### config.mk
export PLATFORM = sky130hd
export DESIGN_NAME = audio_i2s_sched
export DESIGN_NICKNAME = d
export VERILOG_FILES = /design/src/rtl/audio_i2s_sched.sv
export SDC_FILE = /design/constraint.sdc
export NUM_CORES = 1
export LEC_CHECK = 0
export ABC_AREA = 1
export BUFFER_PORTS_ARGS = -buffer_cell sky130_fd_sc_hd__buf_2
export CORE_MARGIN = 5
export CORE_UTILIZATION = 45
export CTS_CLUSTER_SIZE = 40
export DETAILED_ROUTE_END_ITERATION = 8
export HOLD_SLACK_MARGIN = 0.05
export PLACE_DENSITY = 0.66
export SYNTH_ARGS = -nofsm -noshare
export SYNTH_HDL_FRONTEND = slang
export SYNTH_SLANG_ARGS = --single-unit
### constraint.sdc
create_clock -name clk -period 2.61 [get_ports clk]
set_clock_uncertainty 0.1 [all_clocks]
set_input_delay 0.6525 -clock clk [delete_from_list [all_inputs] [get_ports clk]]
set_output_delay 0.6525 -clock clk [all_outputs]
set_load 0.05 [all_outputs]
### src/rtl/audio_i2s_sched.sv
// Audio frame scheduler and I2S serializer: buffers stereo samples in a
// 2-entry FIFO, derives BCK from clk with a runtime divider and shifts out
// left-justified 32-bit frames (L then R, MSB first) with volume scaling.
//
// state | meaning
// ------+-----------------------------------------------------------------
// IDLE  | serializer stopped, bck/ws/din low, counters parked at frame end
// RUN   | BCK running, frames loaded at each bit_cnt wrap (falling edge)
module audio_i2s_sched #(
  parameter int FIFO_DEPTH = 2,
  parameter int CNT_W      = 8
) (
  input  logic             clk,
  input  logic             reset,
  input  logic             enable,
  input  logic [CNT_W-1:0] bck_div,
  input  logic [1:0]       volume,
  input  logic             sample_valid,
  output logic             sample_ready,
  input  logic [15:0]      sample_l,
  input  logic [15:0]      sample_r,
  output logic             i2s_bck,
  output logic             i2s_ws,
  output logic             i2s_din,
  output logic             underrun,
  output logic [7:0]       underrun_cnt
);

  localparam logic [1:0] DEPTH = 2'(FIFO_DEPTH);

  typedef enum logic {
    S_IDLE,
    S_RUN
  } state_t;

  state_t state, state_nxt;

  logic [CNT_W-1:0] div_cnt;
  logic [4:0]       bit_cnt;
  logic [31:0]      frame;
  logic [31:0]      last_frame;

  logic [31:0]      fifo_mem [2];
  logic             wr_ptr;
  logic             rd_ptr;
  logic [1:0]       fifo_count;

  logic             run_step;
  logic             tick;
  logic             fall;
  logic [4:0]       bit_nxt;
  logic             load;
  logic             fifo_empty;
  logic             push;
  logic             pop;
  logic [31:0]      load_raw;
  logic [31:0]      frame_nxt;

  // Arithmetic shift with sign fill; volume 0 mutes.
  function automatic logic [15:0] scale(input logic [15:0] s, input logic [1:0] vol);
    logic signed [15:0] x;
    x = s;
    case (vol)
      2'd0:    return 16'h0000;
      2'd1:    return 16'(x >>> 2);
      2'd2:    return 16'(x >>> 1);
      default: return s;
    endcase
  endfunction

  assign sample_ready = (fifo_count < DEPTH);

  // State register.
  always_ff @(posedge clk) begin
    if (reset) state <= S_IDLE;
    else       state <= state_nxt;
  end

  // Next-state logic plus the per-cycle strobes that drive the datapath.
  always_comb begin
    state_nxt  = state;
    run_step   = 1'b0;
    tick       = 1'b0;
    fall       = 1'b0;
    bit_nxt    = bit_cnt + 5'd1;
    load       = 1'b0;
    fifo_empty = (fifo_count == 2'd0);
    push       = sample_valid && sample_ready;
    pop        = 1'b0;
    load_raw   = last_frame;
    frame_nxt  = 32'h0;

    case (state)
      S_IDLE: if (enable)  state_nxt = S_RUN;
      S_RUN:  if (!enable) state_nxt = S_IDLE;
      default:             state_nxt = S_IDLE;
    endcase

    run_step = (state == S_RUN) && enable;
    // >= rather than == so a lowered divider takes effect immediately.
    tick     = (div_cnt >= bck_div);
    fall     = run_step && tick && i2s_bck;
    load     = fall && (bit_nxt == 5'd0);
    pop      = load && !fifo_empty;

    if (!fifo_empty) load_raw = fifo_mem[rd_ptr];
    frame_nxt = {scale(load_raw[31:16], volume), scale(load_raw[15:0], volume)};
  end

  // Sample FIFO pointers and occupancy; enable does not touch the contents.
  always_ff @(posedge clk) begin
    if (reset) begin
      wr_ptr     <= 1'b0;
      rd_ptr     <= 1'b0;
      fifo_count <= 2'd0;
    end else begin
      if (push) wr_ptr <= ~wr_ptr;
      if (pop)  rd_ptr <= ~rd_ptr;
      case ({push, pop})
        2'b10:   fifo_count <= fifo_count + 2'd1;
        2'b01:   fifo_count <= fifo_count - 2'd1;
        default: fifo_count <= fifo_count;
      endcase
    end
  end

  // FIFO storage needs no reset; occupancy guards every read.
  always_ff @(posedge clk) begin
    if (push) fifo_mem[wr_ptr] <= {sample_l, sample_r};
  end

  // BCK divider, bit sequencing, frame loads and underrun accounting.
  always_ff @(posedge clk) begin
    if (reset) begin
      div_cnt      <= '0;
      bit_cnt      <= 5'd31;
      i2s_bck      <= 1'b0;
      i2s_ws       <= 1'b0;
      i2s_din      <= 1'b0;
      frame        <= 32'h0;
      last_frame   <= 32'h0;
      underrun     <= 1'b0;
      underrun_cnt <= 8'h00;
    end else begin
      underrun <= 1'b0;
      if (!run_step) begin
        div_cnt <= '0;
        bit_cnt <= 5'd31;
        i2s_bck <= 1'b0;
        i2s_ws  <= 1'b0;
        i2s_din <= 1'b0;
      end else if (tick) begin
        div_cnt <= '0;
        i2s_bck <= ~i2s_bck;
        if (fall) begin
          bit_cnt <= bit_nxt;
          i2s_ws  <= bit_nxt[4];
          if (load) begin
            frame   <= frame_nxt;
            i2s_din <= frame_nxt[31];
            if (fifo_empty) begin
              underrun <= 1'b1;
              if (underrun_cnt != 8'hFF) underrun_cnt <= underrun_cnt + 8'd1;
            end else begin
              last_frame <= load_raw;
            end
          end else begin
            i2s_din <= frame[5'd31 - bit_nxt];
          end
        end
      end else begin
        div_cnt <= div_cnt + CNT_W'(1);
      end
    end
  end

endmodule

==> qor.txt <==
STA
------------------------------------------------------------------------------------------
Tightest slew margin relative to the limit                                          64.19%
Hold Violations, Final                                                                   0
Final cycle utilization of the critical path                                        89.75%
Final critical-path setup slack                                                  0.2675 ns
# setup viols final                                                                      0
Total negative setup slack                                                            0 ns
Max-slew violations                                                                      0
Measured slew at the worst slew-check pin                                        0.5346 ns
Peak Freq                                                                        426.9 MHz
Final min period                                                                  2.343 ns
Unrepaired setup endpoints after global routing                                      false

SYNTH
------------------------------------------------------------------------------------------
Net count after synthesis                                                              961
Netlist Area Pre-Place                                                            7289 um2
Yosys reg bits                                                                         159
Cell count after synthesis                                                             902
Register area share after synthesis                                                 52.45%
Number of warning messages in the yosys log                                              0
Number of distinct library cells after synthesis                                        34
Post-synthesis area per instance                                                 8.081 um2

OUTCOME
------------------------------------------------------------------------------------------
Result of the run                                                             finished clean

CTS
------------------------------------------------------------------------------------------
Number of levels in the clock H-tree                                                     4
Hold buffer count at cts                                                                 0
Number of buffers added by the clock tree synthesis step                                17
Clock Root Buffer                                                                clkbuf_16
Max Root-Sink Buffers                                                                    2
Postcts setup bufs                                                                       0
Clock sink total                                                                       159
Clock latency at the later pin of the worst-skew pair                              0.43 ns
Clock edge transition at the registers on the reported setup and hold paths        0.06 ns
Clock tree from TritonCTS                                                             done
Number of gates given a new drive strength after cts                                     0

SETUP PATH
------------------------------------------------------------------------------------------
Depth of the most critical reg-to-reg path                                              12
Launching element of the worst setup path                                       bit_cnt[0]
Slowest stage cell on the critical path                                            dfxtp_1
Worst Path Required                                                                2.87 ns
FF-to-FF setup slack                                                               0.27 ns
R2r endpoint                                                                  fifo_count[1]
Crit path max fanout                                                                     6
Largest stage delay, worst path                                                    0.36 ns
Startpoint of the lowest-slack register-to-register path                        bit_cnt[0]
Capturing element type of the critical path                                           flop
Cells along the critical path                                                 ha_1, xnor2_2, nand3_2, nor2_4, nand3_2, nor2_8, ha_1, inv_1, nand2_1, nor2_1, o21ai_0, a21oi_1
Category of cells accounting for the largest share of critical-path delay     simple AND/OR/NAND/NOR gates
Worst setup SP type                                                                   flop
CP Buf/Inv Count                                                                         1
Startpoint-to-endpoint class of the critical path                             flop to flop
Arrival time of the worst setup path                                               2.61 ns

POWER
------------------------------------------------------------------------------------------
Static Leak                                                                       3.438 nW
Net switching power                                                               1.302 mW
Fraction of power consumed by combinational cells                                     8.3%
Maximum vdd drop                                                                 0.4611 mV
Power Density                                                                 653.0 nW/um2
Portion of total power attributed to sequential cells                                48.7%
Internal power contribution                                                       4.196 mW
Fraction of power consumed by the clock network                                      43.0%
Sw frac                                                                             23.68%

ROUTE
------------------------------------------------------------------------------------------
Remaining number of nets flagged by the antenna check after routing                      0
Detailed-route vias per instance                                                     4.952
Total via count in the routed design                                                  5853
Number of DRC markers in iteration 0                                                   302
Detailed-routing iteration count for the pre-antenna-repair pass                         5
Routed wire length                                                                15400 um
Remaining routing DRC violations                                                         0
Detail-routed net length per standard cell                                        13.02 um

DIE
------------------------------------------------------------------------------------------
Standard-cell rows                                                                      46
Floorplan die area                                                               18840 um2
Initial core utilization                                                            45.89%
Die Y                                                                             137.3 um
Core outline area                                                                15890 um2
Ports placed on the boundary                                                            59
Die outline width                                                                 137.3 um

GLOBAL ROUTE
------------------------------------------------------------------------------------------
Global-route usage over all layers                                                  17.59%
GR Overflow Total                                                                        0
Antenna violations before repair                                                         0
First-pass GRT wire length                                                        26350 um
Via count of the first global-routing pass                                            5478
Maximum number of pins on one net before global-route repair                            51

CELLS AND AREA
------------------------------------------------------------------------------------------
Most frequent cells in the layout                                             282 x nand2_1, 95 x dfxtp_1, 78 x a21oi_1
Layout cells sized above 1                                                          13.04%
Diodes inserted                                                                          0
Area growth syn-to-layout                                                           15.50%
Nets                                                                                  1012
Most common library cell in the layout ignoring fill and taps                      nand2_1

MIN PATH
------------------------------------------------------------------------------------------
Endpoint of the worst hold-timing path                                        fifo_mem[0][11]
Number of stages on the worst hold path                                                  1
Type of the worst min-delay path                                              input pin to flop
Origin of the worst min-delay path                                            sample_r[11]

FLOW RUN
------------------------------------------------------------------------------------------
Max-cap violations                                                                       0

PLACED DESIGN
------------------------------------------------------------------------------------------
Half-perimeter wire length of the detailed placement result                       10260 um
Post-placement worst setup slack                                               -0.04833 ns
Count of port buffers added during placement                                            58
Routability-driven placement congestion ratio                                       0.8731

-- worst reg2reg max path, stage by stage (launching register included) --
cell and delay (ns):
dfxtp_1 0.36, ha_1 0.30, xnor2_2 0.33, nand3_2 0.14, nor2_4 0.11, nand3_2 0.15
nor2_8 0.13, ha_1 0.23, inv_1 0.08, nand2_1 0.05, nor2_1 0.11, o21ai_0 0.09
a21oi_1 0.12
-- routing by layer --
layer | up-vias | GRT usage (%) | part of all wire [%] | wire (um)
li1 | 3093 | - | - | -
met1 | 2635 | 23.94 | 48 | 7425
met2 | 107 | 27.47 | 46 | 7057
met3 | 18 | 4.091 | 4.4 | 676
met4 | 0 | 6.430 | 1.5 | 235
met5 | - | 0 | 0 | 0
-- registers in the layout, indices dropped and copies added (netlist names), 2 cells and up, named ones only --
register and flops:
fifo_count 2, frame 32, bit_cnt 5, div_cnt 8, last_frame 32, fifo_mem 64
underrun_cnt 8
-- Yosys cell counts --
master | number | area [um2]
nand2_1 | 282 | 1059
dfxtp_1 | 95 | 1902
a21oi_1 | 78 | 390.4
nand3_1 | 76 | 380.4
inv_1 | 67 | 251.5
edfxtp_1 | 64 | 1922
nor2_1 | 61 | 229.0
clkbuf_1 | 38 | 142.6
a31oi_1 | 28 | 175.2
o21ai_0 | 23 | 115.1
o21ai_1 | 18 | 90.09
ha_1 | 13 | 162.7
nand4_1 | 10 | 62.56
xor2_1 | 6 | 52.55
buf_2 | 5 | 25.02
buf_6 | 5 | 56.30
o211ai_1 | 5 | 37.54
nor3_1 | 4 | 20.02
xnor2_1 | 4 | 35.03
inv_2 | 3 | 11.26
mux2i_1 | 2 | 20.02
nand3_2 | 2 | 20.02
nor2_4 | 2 | 22.52
a211oi_1 | 1 | 7.510
a31oi_2 | 1 | 12.51
buf_1 | 1 | 3.750
clkinv_1 | 1 | 3.750
nand2_2 | 1 | 6.260
nor2_8 | 1 | 20.02
nor3b_1 | 1 | 7.510
o21a_1 | 1 | 7.510
or2_2 | 1 | 6.260
xnor2_2 | 1 | 16.27
xor2_2 | 1 | 16.27
-- cells by family (layout without fill, tap and decap cells) --
| group | count (synthesis) | in the layout | synth area share (%) |
|---|---|---|---|
| compound gates | 155 | 155 | 11.47 |
| xor+xnor | 12 | 12 | 1.648 |
| fa+ha+maj | 13 | 13 | 2.231 |
| mux | 2 | 2 | 0.2746 |
| flops | 159 | 159 | 52.45 |
| simple gates | 441 | 441 | 25.15 |
| buf+inv | 120 | 184 | 6.780 |
-- per-stage QoR --
| step | area, um2 | hold slack, ns | instances | utilization [%] | power [mW] |
|---|---|---|---|---|---|
| 6_report | 8419 | 0.3089 | 1182 | 53.00 | 5.498 |
| 2_1_floorplan | 7295 | 0.3252 | 902 | - | 3.039 |
| 3_5_place_dp | 7855 | 0.3448 | 1150 | 49.45 | 3.189 |
| 3_3_place_gp | 7855 | 0.3398 | 1150 | 49.45 | 3.186 |
| 4_1_cts | 8419 | 0.2939 | 1182 | 53.00 | 5.551 |
| 5_1_grt | 8419 | 0.2892 | 1182 | 53.00 | 5.724 |
-- layout make-up --
| class | count | area, um2 |
|---|---|---|
| Clock buffer | 23 | 480.5 |
| Clock inverter | 9 | 83.83 |
| Fill cell | 1536 | 7466 |
| Inverter | 71 | 266.5 |
| Multi-Input combinational cell | 623 | 2982 |
| Sequential cell | 159 | 3824 |
| Tap cell | 216 | 270.3 |
| Timing Repair Buffer | 81 | 513.0 |
-- power by group through the flow --
stage               logic [mW]  registers (mW)  clock network, mW
global route             0.515            2.68               2.53
finish                   0.456            2.68               2.36
detailed placement       0.456            2.73                  0
global placement         0.454            2.73                  0
CTS                      0.458            2.68               2.41
floorplan                0.309            2.73                  0
-- how the worst max path moves through the flow --
stage,depth (start not counted),endpoint
floorplan,18,fifo_count[1]
global route,12,fifo_count[1]
CTS,12,fifo_count[1]
finish,12,fifo_count[1]
global placement,17,fifo_count[1]
detailed placement,17,fifo_count[1]
Note: power is estimated with default switching activity, not from simulation.
